==> src/rtl/riscv_pkg.sv <==
// Shared RISC-V core definitions: datapath width, alignment mask, fetch FSM states.
// Latency: n/a (types and constants only).
// Backpressure: n/a.
package riscv_pkg;

    localparam int XLEN = 32;

    localparam logic [XLEN-1:0] INSTR_ALIGN_MASK     = 32'h0000_0003;
    localparam logic [XLEN-1:0] DEFAULT_RESET_VECTOR = 32'h0000_0000;

    typedef enum logic [1:0] {
        S_BOOT,
        S_FETCH,
        S_FAULT
    } pc_state_t;

    // Instructions are 4-byte aligned; any low address bit set is a fault.
    function automatic logic is_misaligned(input logic [XLEN-1:0] addr);
        return (addr & INSTR_ALIGN_MASK) != '0;
    endfunction

endpackage

==> src/rtl/pc_fetch_if.sv <==
// Instruction-fetch request channel between the PC unit and instruction memory.
// Latency: n/a (wires only).
// Backpressure: memory holds off a request by keeping imem_req_ready low.
// Signals: imem_req_valid / imem_req_addr from the requester, imem_req_ready back.
interface pc_fetch_if;
    import riscv_pkg::*;

    logic            imem_req_valid;
    logic            imem_req_ready;
    logic [XLEN-1:0] imem_req_addr;

    modport master (
        output imem_req_valid,
        output imem_req_addr,
        input  imem_req_ready
    );

    modport slave (
        input  imem_req_valid,
        input  imem_req_addr,
        output imem_req_ready
    );

endinterface

==> src/rtl/pc_redirect_buf.sv <==
// One-entry buffer for a branch/jump target that arrived while no fetch could complete.
// Latency: captured target visible one cycle after capture.
// Backpressure: none; a newer capture overwrites the held target.
// Ports: capture/clear strobes, tgt_in in; pend flag and held tgt out.
module pc_redirect_buf
    import riscv_pkg::*;
(
    input  logic            clk,
    input  logic            rst,
    input  logic            capture,
    input  logic            clear,
    input  logic [XLEN-1:0] tgt_in,
    output logic            pend,
    output logic [XLEN-1:0] tgt
);

    // Clear wins over capture: a fault or a consuming handshake empties the entry.
    always_ff @(posedge clk) begin
        if (rst) begin
            pend <= 1'b0;
            tgt  <= '0;
        end else if (clear) begin
            pend <= 1'b0;
        end else if (capture) begin
            pend <= 1'b1;
            tgt  <= tgt_in;
        end
    end

endmodule

==> src/rtl/pc_fetch_unit.sv <==
// PC register and instruction-fetch request controller with redirect buffering and misalign halt.
// Latency: new PC visible the edge after a handshake; one fetch per cycle with ready held high.
// Backpressure: an issued request holds valid and addr until accepted, ignoring stall.
// Ports: clk/rst, pc_next_in from pc_adder, redirect_*, stall, imem (master), pc_out, fault and count outputs.
module pc_fetch_unit
    import riscv_pkg::*;
#(
    parameter logic [XLEN-1:0] RESET_VECTOR     = DEFAULT_RESET_VECTOR,
    // Counter value after reset; nonzero only to exercise wrap-around quickly.
    parameter logic [XLEN-1:0] FETCH_COUNT_INIT = '0
) (
    input  logic             clk,
    input  logic             rst,
    input  logic [XLEN-1:0]  pc_next_in,
    input  logic             redirect_valid,
    input  logic [XLEN-1:0]  redirect_target,
    input  logic             stall,
    pc_fetch_if.master       imem,
    output logic [XLEN-1:0]  pc_out,
    output logic             misalign_fault,
    output logic [XLEN-1:0]  fault_pc,
    output logic [XLEN-1:0]  fetch_count
);

    pc_state_t       state_q;
    logic            boot_q;
    logic [XLEN-1:0] pc_q;
    logic            req_hold_q;

    logic            in_fetch;
    logic            req_valid;
    logic            handshake;
    logic            redir_live;
    logic            redir_bad;
    logic            redir_ok;
    logic            buf_pend;
    logic [XLEN-1:0] buf_tgt;

    assign in_fetch   = (state_q == S_FETCH);
    assign req_valid  = in_fetch && (!stall || req_hold_q);
    assign handshake  = req_valid && imem.imem_req_ready;

    // Redirects are only acted on while fetching; boot and fault ignore them.
    assign redir_live = redirect_valid && in_fetch;
    assign redir_bad  = redir_live && is_misaligned(redirect_target);
    assign redir_ok   = redir_live && !redir_bad;

    assign imem.imem_req_valid = req_valid;
    assign imem.imem_req_addr  = pc_q;
    assign pc_out              = pc_q;

    pc_redirect_buf u_redirect_buf (
        .clk     (clk),
        .rst     (rst),
        .capture (redir_ok && !handshake),
        .clear   (redir_bad || handshake),
        .tgt_in  (redirect_target),
        .pend    (buf_pend),
        .tgt     (buf_tgt)
    );

    always_ff @(posedge clk) begin
        if (rst) begin
            state_q        <= S_BOOT;
            boot_q         <= 1'b0;
            pc_q           <= RESET_VECTOR;
            req_hold_q     <= 1'b0;
            misalign_fault <= 1'b0;
            fault_pc       <= '0;
            fetch_count    <= FETCH_COUNT_INIT;
        end else begin
            if (handshake) begin
                fetch_count <= fetch_count + 1'b1;
            end

            case (state_q)
                // Two edges in boot after reset release: the first arms boot_q.
                S_BOOT: begin
                    if (boot_q) begin
                        state_q <= S_FETCH;
                    end else begin
                        boot_q <= 1'b1;
                    end
                end
                S_FETCH: begin
                    if (redir_bad) begin
                        // Abandon any outstanding request; PC stays put.
                        state_q        <= S_FAULT;
                        misalign_fault <= 1'b1;
                        fault_pc       <= redirect_target;
                        req_hold_q     <= 1'b0;
                    end else if (handshake) begin
                        req_hold_q <= 1'b0;
                        if (redirect_valid) begin
                            pc_q <= redirect_target;
                        end else if (buf_pend) begin
                            pc_q <= buf_tgt;
                        end else begin
                            pc_q <= pc_next_in;
                        end
                    end else if (req_valid) begin
                        req_hold_q <= 1'b1;
                    end
                end
                S_FAULT: begin
                    req_hold_q <= 1'b0;
                end
                default: begin
                    state_q <= S_BOOT;
                end
            endcase
        end
    end

endmodule
==> src/flat_wrapper.sv <==
// flat-port wrapper written by rule: the top's interface ports become plain ports
module pc_fetch_unit_flat import riscv_pkg::*;
#(
    parameter logic [XLEN-1:0] RESET_VECTOR     = DEFAULT_RESET_VECTOR,
                                                                               
    parameter logic [XLEN-1:0] FETCH_COUNT_INIT = '0
)
  (clk, rst, pc_next_in, redirect_valid, redirect_target, stall, pc_out, misalign_fault, fault_pc, fetch_count, imem_imem_req_valid, imem_imem_req_addr, imem_imem_req_ready);
  pc_fetch_if imem_i ();
  input  logic clk;
  input  logic rst;
  input  logic [XLEN-1:0] pc_next_in;
  input  logic redirect_valid;
  input  logic [XLEN-1:0] redirect_target;
  input  logic stall;
  output logic [XLEN-1:0] pc_out;
  output logic misalign_fault;
  output logic [XLEN-1:0] fault_pc;
  output logic [XLEN-1:0] fetch_count;
  output wire logic [$bits(imem_i.imem_req_valid)-1:0] imem_imem_req_valid;
  output wire logic [$bits(imem_i.imem_req_addr)-1:0] imem_imem_req_addr;
  input wire logic [$bits(imem_i.imem_req_ready)-1:0] imem_imem_req_ready;
  assign imem_imem_req_valid = imem_i.imem_req_valid;
  assign imem_imem_req_addr = imem_i.imem_req_addr;
  assign imem_i.imem_req_ready = imem_imem_req_ready;
  pc_fetch_unit #(.RESET_VECTOR(RESET_VECTOR), .FETCH_COUNT_INIT(FETCH_COUNT_INIT)) u_core (.clk(clk), .rst(rst), .pc_next_in(pc_next_in), .redirect_valid(redirect_valid), .redirect_target(redirect_target), .stall(stall), .imem(imem_i), .pc_out(pc_out), .misalign_fault(misalign_fault), .fault_pc(fault_pc), .fetch_count(fetch_count));
endmodule
==> config.mk <==
export PLATFORM = sky130hd
export DESIGN_NAME = pc_fetch_unit_flat
export DESIGN_NICKNAME = d
export VERILOG_FILES = /design/src/rtl/riscv_pkg.sv /design/src/rtl/pc_fetch_if.sv /design/src/rtl/pc_redirect_buf.sv /design/src/rtl/pc_fetch_unit.sv /design/src/flat_wrapper.sv
export SDC_FILE = /design/constraint.sdc
export NUM_CORES = 1
export LEC_CHECK = 0
export ABC_AREA = 1
export BUFFER_PORTS_ARGS = -buffer_cell sky130_fd_sc_hd__buf_2
export CAP_MARGIN = 20
export CORE_MARGIN = 1.5
export CORE_UTILIZATION = 30
export DETAILED_ROUTE_END_ITERATION = 6
export GPL_TIMING_DRIVEN = 0
export PLACE_DENSITY_LB_ADDON = 0.15
export SYNTH_ARGS = -nofsm -noshare
export SYNTH_HDL_FRONTEND = slang
export SYNTH_SLANG_ARGS = --single-unit
==> constraint.sdc <==
create_clock -name clk -period 1.75 [get_ports clk]
set_clock_uncertainty 0.1 [all_clocks]
set_input_delay 0.0875 -clock clk [delete_from_list [all_inputs] [get_ports clk]]
set_output_delay 0.0875 -clock clk [all_outputs]
set_load 0.05 [all_outputs]
* Word level (Yosys, flattened, before mapping)
Cells that the tools add are included.
Operators by class: reductions and logical operators 20, magnitude comparators 0, bitwise logic cells 3, div/mod/pow operators 0, multipliers 0, shift-type cells 0, equality and inequality tests 5, multiplexer cells 9, add/subtract/negate cells 1
Operator list (number):
- $mux W32 | 2
- $add A32 B1 Y32 const B | 1
- $reduce_bool A32 Y1 | 1
- $logic_and A1 B1 Y1 | 6
- $pmux W2 S3 | 1
- $reduce_and A2 Y1 | 3
- $reduce_and A3 Y1 | 2
- $mux W2 | 2
- $ne A4 B4 Y1 const B | 1
- $logic_not A1 Y1 | 3
- $mux W1 | 3
- $not A1 Y1 | 3
- $eq A2 B1 Y1 const B | 1
- $eq A2 B2 Y1 const B | 1
- $logic_not A2 Y1 | 1
- $logic_or A1 B1 Y1 | 2
- $ne A2 B1 Y1 const B | 1
- $ne A2 B2 Y1 const B | 1
- $pmux W1 S2 | 1
- $reduce_bool A2 Y1 | 1
- $reduce_or A2 Y1 | 1
Storage, ports and cells: bits in latches 0, memories kept 0, bits in writable memories 0, bits in registers 134, input bits 69, ROM bits 0

* Longest topological paths before layout
Gate-level depths: netlist (run 1).
depth after elaboration 7, depth in mapped cells 10, gate-level depth less buffers 10

* Hierarchy
From an unflattened synthesis (run 1), not the netlist that was laid out.
Unflattened totals: cells, all modules 950, area, all modules 6676.4 um^2
By module, submodules not included:
- pc_fetch_unit | times used 1, cells each 738, seq. area each 2021.9 um^2, area each 5242.5 um^2
- pc_redirect_buf | times used 1, cells each 212, seq. area each 660.6 um^2, area each 1433.9 um^2

* Worst setup path after synthesis (run 1)
Ideal clock, no wire load.
kind register to register, from register u_core.fetch_count[1], to register u_core.fetch_count[28], required time 1.522 ns, path buffers 0, clock period less this slack 1.831 ns, slack -0.081 ns, data arrival time 1.603 ns, stages on the path, launching flop included 9, path through dfxtp_1 > ha_1 > nand3_1 > nor2_2 > nand2_1 > inv_2 > nand3_1 > nand2_1 > nor2_1
Between the ends: cells in the longest elaborated chain, start to end 1
RTL lines:
- start, declared | RTL line pc_fetch_unit.sv:22 | output logic [XLEN-1:0] fetch_count
- start signal, assigned | RTL line pc_fetch_unit.sv:73 | fetch_count <= fetch_count + 1'b1;
- $add A32 B1 Y32 | RTL line pc_fetch_unit.sv:73
Every way passes these cells. A chain may end at the register's enable or synchronous reset.

* Worst setup path in the final report (run 1)
from register u_core.state_q[1], to register u_core.fetch_count[25]
Between the ends: cells in the longest elaborated chain, start to end 3
RTL lines:
- start, declared | RTL line pc_fetch_unit.sv:25 | pc_state_t state_q;
- start signal, assigned | RTL line pc_fetch_unit.sv:64 | state_q <= S_BOOT;
- start signal, assigned | RTL line pc_fetch_unit.sv:80 | state_q <= S_FETCH;
- start signal, assigned | RTL line pc_fetch_unit.sv:88 | state_q <= S_FAULT;
- $eq A2 B1 Y1 | RTL line pc_fetch_unit.sv:39 | assign in_fetch = (state_q == S_FETCH);
- $logic_and A1 B1 Y1 | RTL line pc_fetch_unit.sv:40 | assign req_valid = in_fetch && (!stall || req_hold_q);
- $logic_and A1 B1 Y1 | RTL line pc_fetch_unit.sv:41 | assign handshake = req_valid && imem.imem_req_ready;
Every way passes these cells.

==> results of run 1 <==
-- layer usage --
| metal | share of wire, % | vias to the layer above |
|---|---|---|
| met4 | 1.4 | 0 |
| met2 | 45 | 168 |
| met5 | 0 | - |
| met1 | 48 | 2985 |
| li1 | - | 3389 |
| met3 | 5.2 | 25 |
-- sequential cells by signal (all words and copies together), names as in the netlist --
register                    count
u_core.boot_q                   1
u_core.req_hold_q               1
u_core.imem.imem_req_addr      32
u_core.misalign_fault           1
u_core.state_q                  2
u_core.fetch_count             32
u_core.u_redirect_buf.tgt      32
u_core.u_redirect_buf.pend      1
u_core.fault_pc                32
-- worst max-delay path, stage by stage, from the launching register on --
cell and delay [ns]:
dfxtp_2 0.34, inv_4 0.08, ha_4 0.17, nand2_2 0.09, nor2_4 0.27, nand2_1 0.14, nor2_4 0.18, nand3_1 0.08
nand2_1 0.06, nor2_1 0.04
-- timing repair --
item,in CTS,in global routing
buffers inserted,5,2
hold endpoints to repair,96,0
resized for setup,14,37
hold buffers,60,0
pin swaps,2,5
endpoints found under the setup margin,113,104
-- worst max-delay path by stage --
stage,cells after the start,startpoint,to,slack (ns)
after floorplan,7,u_core.fetch_count[2],u_core.fetch_count[23],0.02
after global placement,9,u_core.state_q[1],u_core.fetch_count[23],-0.25
after detailed placement,9,u_core.state_q[1],u_core.fetch_count[23],-0.25
after CTS,11,u_core.state_q[1],u_core.imem.imem_req_addr[10],0.001
after global routing,9,u_core.state_q[1],u_core.fetch_count[29],-0.006
final,9,u_core.state_q[1],u_core.fetch_count[25],0.08
-- cells in the mapped netlist --
| cell type | number |
|---|---|
| nand2_1 | 157 |
| a21oi_1 | 144 |
| dfxtp_1 | 134 |
| nor2_1 | 97 |
| inv_1 | 79 |
| o21ai_0 | 59 |
| buf_4 | 36 |
| a211oi_1 | 31 |
| nand3_1 | 23 |
| o21ai_1 | 19 |
| buf_2 | 16 |
| clkbuf_1 | 16 |
| nor3_1 | 9 |
| nand4_1 | 7 |
| buf_6 | 6 |
| ha_1 | 6 |
| buf_1 | 5 |
| inv_2 | 3 |
| nor2_2 | 3 |
| nand2_2 | 2 |
| nand3b_1 | 2 |
| nor2_8 | 2 |
| o21bai_1 | 2 |
| xor2_1 | 2 |
| inv_4 | 1 |
| nand3_2 | 1 |
| nand3_4 | 1 |
| nor2_4 | 1 |
| nor3b_1 | 1 |
| or2_1 | 1 |
-- power breakdown --
| group | switching, mW | internal (mW) |
|---|---|---|
| Clock | 1.47 | 2.04 |
| Combinational | 2.38 | 1.02 |
| Sequential | 0.217 | 3.41 |
| Total | 4.07 | 6.47 |
-- metrics by stage --
step	setup TNS [ns]	hold WS (ns)	setup slack [ns]	cells	utilization [%]
2_1_floorplan	0	0.136	0.0153	866	-
6_report	0	0.0267	0.0847	1432	44.2
5_1_grt	-0.00559	0.0492	-0.00559	1432	44.2
3_5_place_dp	-10.75	0.272	-0.249	1334	37.3
3_3_place_gp	-9.65	0.263	-0.247	1334	37.3
4_1_cts	0	0.00599	0.00119	1431	43.7
-- kinds of logic (layout without fill, tap and decap cells) --
logic type	after synthesis	in the layout	synth area share, %
flops	134	134	43.0
fa+ha+maj	6	6	1.20
compound gates	255	255	21.8
xor+xnor	2	2	0.281
simple gates	307	307	20.8
buf+inv	162	458	13.0
-- area by class of cell --
class	instances	area [sq um]	area share (%)
multi-input cells	570	2850	31.7
flip-flops and latches	134	2700	30.0
repair buffers	265	1690	18.8
plain buffers	78	515	5.74
clock buffers	19	453	5.04
well taps	270	338	3.76
inverters	83	322	3.58
clock inverters	13	123	1.37
==> summary.txt, run 1 <==
Final layout
  • Layout area overhead: 43.9%
  • Fillers: 2146
  • Most frequent cells in the layout: 211 x buf_2, 154 x nand2_1, 144 x a21oi_1
  • Nets: 1224
  • Antenna diodes: 0
  • Leading cell type in the layout, fill and taps excluded: buf_2
  • Share of post-route cells with drive strength above 1: 29.3%
  • Final non-filler cell area: 8980 sq um

GRT
  • Antenna violations before repair: 0
  • Gr ovfl total: 0
  • Met2 GRT Util: 31.1%
  • Total track usage: 19.4%
  • Vias in the first global route: 6273
  • Pin count of the biggest net entering global routing: 17
  • Fraction of met1 tracks used by global routing: 25.6%
  • First-pass GRT wire length: 32800 microns
  • GRT busiest layer: met2
  • Met3 usage: 4.75%

Min path
  • Worst hold path stage count: 5
  • Hold WC Path Type: input pin to flip-flop
  • Hold Startpoint: pc_next_in[19]
  • Hold Path End: u_core.imem.imem_req_addr[19]

Logic synthesis
  • FF+latch count, synth: 134
  • Cell accounting for the most synthesized area: dfxtp_1
  • Largest cells by area after synthesis: dfxtp_1 43%, a21oi_1 12%, nand2_1 9.4%, nor2_1 5.8%, inv_1 4.8%
  • Sequential area share after synthesis: 43.0%
  • Warnings, synthesis: 0
  • Synth Instances: 866
  • Synth cell types: 30
  • Syn Nets: 941
  • Cell area after synthesis: 6240 sq um
  • Syn avg cell area: 7.21 sq um
  • Top cell type's share of synthesized area: 43.0%

Power and ir drop
  • LEAKAGE: 4.20 nW
  • Design Power: 10.5 mW
  • PD cells: 1170 nW/um^2
  • IR drop worst, VDD: 0.541 mV

Routing
  • Post-Route WL: 20900 microns
  • Starting DRT DRC Count: 252
  • Vias per cell: 4.59
  • Via count: 6567
  • Detail Route Antenna Nets: 0
  • DRC Markers: 0
  • DRT Pass-1 Iters: 5
  • WL per Instance: 14.6 microns

CTS
  • Worst skew pair latency: 0.42 ns
  • Num Clock Sinks: 134
  • Clock slew at reported path FFs: 0.07 ns
  • Longest Clk Path Bufs: 2
  • Clk root buf: clkbuf_16
  • H-tree levels: 4
  • CTS tree: done
  • TritonCTS buffer count: 17

Die
  • Die Wd: 147 microns
  • Core area: 20300 sq um
  • Initial Utilization: 30.7%
  • Die Height: 147 microns
  • Num rows: 52
  • IO Count: 199
  • Die area: 21700 sq um

Timing
  • Min Clock Period, post-route: 1.67 ns
  • Fmax: 600 MHz
  • Unrepaired setup endpoints after global routing: yes
  • Final Setup Violations: 0
  • Fin. Hold Viols: 0
  • Slew headroom: 58.9%
  • Max-slew violations: 0
  • Actual slew at the worst max-slew pin: 0.616 ns
  • Fin crit share: 95.2%

Critical path
  • R2R depth: 9
  • CP Data Required Time: 1.97 ns
  • Crit Path Class: flip-flop to flip-flop
  • Reg2reg setup slack: 0.08 ns
  • Critical path startpoint category: flip-flop
  • Worst-path maximum fanout: 6
  • CP endpoint kind: flip-flop
  • Worst R2R End: u_core.fetch_count[25]
  • RR Startpoint: u_core.state_q[1]
  • Critical Path AT: 1.88 ns

Place
  • GP Congestion: 0.797
  • DP Area: 7580 sq um
  • Port bufs: 198
  • Post-DP HPWL: 15000 microns

Run
  • MaxCap Viol Count: 0

Status
  • Outcome: completed
No activity file was read; power rests on OpenSTA's default activity.
==> run 2: changes to the inputs <==
--- a/config.mk
+++ b/config.mk
@@ -13,6 +13,8 @@
 export DETAILED_ROUTE_END_ITERATION = 6
 export GPL_TIMING_DRIVEN = 0
 export PLACE_DENSITY_LB_ADDON = 0.15
+export RECOVER_POWER = 50
 export SYNTH_ARGS = -nofsm -noshare
 export SYNTH_HDL_FRONTEND = slang
+export SYNTH_HIERARCHICAL = 1
 export SYNTH_SLANG_ARGS = --single-unit
==> run 2 against run 1 <==
Effect of this change:
- setup slack worse by 0.016 ns
- highest routed layer unchanged
- final area grew 5.0%
- register-to-register slack got worse by 0.02 ns
- sequential power decreased by 2%
==> summary.txt, run 2 <==
Logic synthesis
  • Syn avg cell area: 7.03 sq um (was 7.21 sq um)
  • Sequential area share after synthesis: 40.2% (was 43.0%)
  • Synth cell types: 31 (was 30)
  • FF+latch count, synth: 134 (unchanged)
  • Async SR Flop Fraction: 0% (unchanged)
  • Synth Instances: 950 (was 866)
  • Cell accounting for the most synthesized area: dfxtp_1 (unchanged)
  • Top cell type's share of synthesized area: 40.2% (was 43.0%)
  • Syn Nets: 1025 (was 941)
  • Most frequent cell after synthesis: nor2_1 (was nand2_1)
  • Number of synthesized flops with an enable pin: 0 (unchanged)
  • Main synth FF type: dfxtp_1 (unchanged)
  • Most frequent cells after synthesis: 183 x nor2_1, 145 x nand2_1, 134 x dfxtp_1, 107 x inv_1, 104 x o21ai_0 (was 157 x nand2_1, 144 x a21oi_1, 134 x dfxtp_1, 97 x nor2_1, 79 x inv_1)
  • Largest cells by area after synthesis: dfxtp_1 40%, nor2_1 10%, nand2_1 8.2%, o21ai_0 7.8%, inv_1 6.0% (was dfxtp_1 43%, a21oi_1 12%, nand2_1 9.4%, nor2_1 5.8%, inv_1 4.8%)
  • Cell area after synthesis: 6680 sq um (was 6240 sq um)
  • Warnings, synthesis: 6 (was 0)

Place
  • GP Congestion: 0.846 (was 0.797)
  • Post-DP HPWL: 15600 microns (was 15000 microns)
  • Port bufs: 197 (was 198)

Critical path
  • Reg2reg setup slack: 0.07 ns (was 0.08 ns)
  • R2R depth: 13 (was 9)
  • CP Data Required Time: 2.00 ns (was 1.97 ns)
  • Worst R2R End: u_core/u_redirect_buf/tgt[0] (was u_core.fetch_count[25])
  • RR Startpoint: u_core/state_q[1] (was u_core.state_q[1])
  • Crit Path Class: flip-flop to flip-flop (unchanged)
  • Critical Path AT: 1.93 ns (was 1.88 ns)
  • Critical path startpoint category: flip-flop (unchanged)
  • Worst-path maximum fanout: 7 (was 6)
  • CP endpoint kind: flip-flop (unchanged)

Die
  • Die Wd: 152 microns (was 147 microns)
  • Initial Utilization: 30.6% (was 30.7%)
  • Die Height: 152 microns (was 147 microns)
  • Core area: 21800 sq um (was 20300 sq um)
  • IO Count: 199 (unchanged)
  • Num rows: 54 (was 52)
  • Die area: 23200 sq um (was 21700 sq um)

Routing
  • Post-Route WL: 22000 microns (was 20900 microns)
  • WL per Instance: 14.4 microns (was 14.6 microns)
  • DRC Markers: 0 (unchanged)
  • Starting DRT DRC Count: 308 (was 252)
  • Via count: 6873 (was 6567)
  • DRT Pass-1 Iters: 5 (unchanged)
  • Detail Route Antenna Nets: 0 (unchanged)
  • Vias per cell: 4.49 (was 4.59)

Final layout
  • Share of post-route cells with drive strength above 1: 22.7% (was 29.3%)
  • Fillers: 2364 (was 2146)
  • Leading cell type in the layout, fill and taps excluded: nor2_1 (was buf_2)
  • Post-layout util: 43.2% (was 44.2%)
  • Layout area overhead: 41.3% (was 43.9%)
  • Most frequent cells in the layout: 156 x nor2_1, 143 x nand2_1, 125 x dfxtp_1 (was 211 x buf_2, 154 x nand2_1, 144 x a21oi_1)
  • Nets: 1310 (was 1224)

GRT
  • Vias in the first global route: 6423 (was 6273)
  • Antenna violations before repair: 2 (was 0)
  • Gr ovfl total: 0 (unchanged)
  • First-pass GRT wire length: 34600 microns (was 32800 microns)
  • Pin count of the biggest net entering global routing: 17 (unchanged)
  • Total track usage: 18.8% (was 19.4%)

Min path
  • Hold Startpoint: pc_next_in[17] (was pc_next_in[19])
  • Worst hold path stage count: 5 (unchanged)
  • Hold Path End: u_core/imem.imem_req_addr[17] (was u_core.imem.imem_req_addr[19])
  • Hold WC Path Type: input pin to flip-flop (unchanged)

CTS
  • Clk root buf: clkbuf_16 (unchanged)
  • TritonCTS buffer count: 17 (unchanged)
  • H-tree levels: 4 (unchanged)
  • Num Clock Sinks: 134 (unchanged)
  • CTS tree: done (unchanged)
  • Worst skew pair latency: 0.42 ns (about the same)
  • Clock slew at reported path FFs: 0.06 ns (was 0.07 ns)
  • Longest Clk Path Bufs: 2 (unchanged)

Status
  • Outcome: completed (unchanged)

Timing
  • Max-slew violations: 0 (unchanged)
  • Fin. Hold Viols: 0 (unchanged)
  • Fmax: 595 MHz (was 600 MHz)
  • Slew headroom: 50.6% (was 58.9%)
  • Actual slew at the worst max-slew pin: 0.745 ns (was 0.616 ns)
  • Min Clock Period, post-route: 1.68 ns (was 1.67 ns)
  • Fin crit share: 96.0% (was 95.2%)
  • Unrepaired setup endpoints after global routing: yes (unchanged)
  • Final Setup Violations: 0 (unchanged)

Power and ir drop
  • Design Power: 10.1 mW (was 10.5 mW)
  • PD cells: 1080 nW/um^2 (was 1170 nW/um^2)
  • LEAKAGE: 4.15 nW (was 4.20 nW)
  • IR drop worst, VDD: 0.558 mV (was 0.541 mV)

Run
  • MaxCap Viol Count: 0 (unchanged)
==> run 2: worst max-delay path, cell delays in order, from the launching register on <==
cell and delay [ns]:
dfxtp_2 0.35, inv_4 0.05, ha_4 0.16, nand3_4 0.06
buf_8 0.10, buf_8 0.11, nand2_4 0.07, inv_8 0.09
inv_4 0.03, nor2_4 0.11, buf_6 0.12, buf_6 0.12
nor2_1 0.04, nor2_1 0.08
==> run 2: cell families (layout without fill, tap and decap cells) <==
| logic type | count (synthesis) | count (layout) | share of synthesized area, % |
|---|---|---|---|
| simple gates | 420 | 420 | 26.9 |
| buf+inv | 191 | 489 | 14.0 |
| compound gates | 165 | 165 | 12.6 |
| flops | 134 | 134 | 40.2 |
| mux | 32 | 32 | 4.95 |
| fa+ha+maj | 6 | 6 | 1.12 |
| xor+xnor | 2 | 2 | 0.262 |
| other cells | 0 | 2 | 0 |
==> run 2: timing repair <==
action | CTS | global route
hold endpoints to repair | 96 | 0
endpoints found under the setup margin | 96 | 101
resized for setup | 35 | 84
gates cloned | 3 | 0
setup buffers | 7 | 7
hold buffers | 53 | 0
pin swaps | 6 | 28
==> run 2: area by class of cell <==
cell class              count  area (sq um)  area share [%]
flip-flops and latches    134          2690            28.6
repair buffers            267          1560            16.5
clock buffers              17           425            4.51
multi-input cells         625          3250            34.5
clock inverters            15           143            1.51
plain buffers              80           567            6.01
well taps                 280           350            3.71
diodes                      2          5.00          0.0531
inverters                 110           438            4.64
==> run 2: how the worst max path moves through the flow <==
stage,startpoint,cells after the start,endpoint,slack (ns)
CTS,u_core/state_q[1],13,u_core/u_redirect_buf/tgt[16],0.0005
floorplan,u_core/fetch_count[1],8,u_core/fetch_count[14],-0.005
finish,u_core/state_q[1],13,u_core/u_redirect_buf/tgt[0],0.07
detailed placement,u_core/state_q[1],11,u_core/u_redirect_buf/tgt[23],-0.31
global route,u_core/state_q[1],12,u_core/u_redirect_buf/tgt[8],-0.04
global placement,u_core/state_q[1],11,u_core/u_redirect_buf/tgt[11],-0.31
==> run 2: layer usage <==
layer	track usage, %	routed length (microns)
met5	0	0
met4	6.33	443
met3	3.70	902
met2	31.2	10400
met1	24.5	10300
==> run 2: per-stage QoR <==
step                      instance area [sq um]  setup WS [ns]  setup TNS (ns)  hold WS, ns  instances
after CTS                                  9300       0.000542               0     0.000620       1521
after global routing                       9430        -0.0396          -0.521       0.0310       1530
after detailed placement                   8030         -0.308          -17.97        0.187       1427
final                                      9430         0.0692               0       0.0116       1530
after global placement                     8030         -0.307          -17.98        0.183       1427
after floorplan                            6700       -0.00489        -0.00489       0.0643        950
==> run 2: where the power goes <==
group / switching, mW / internal [mW] / leakage [nW]
registers: 0.209 / 3.33 / 1.09
clock network: 1.52 / 1.98 / 0.264
logic: 2.14 / 0.961 / 2.79
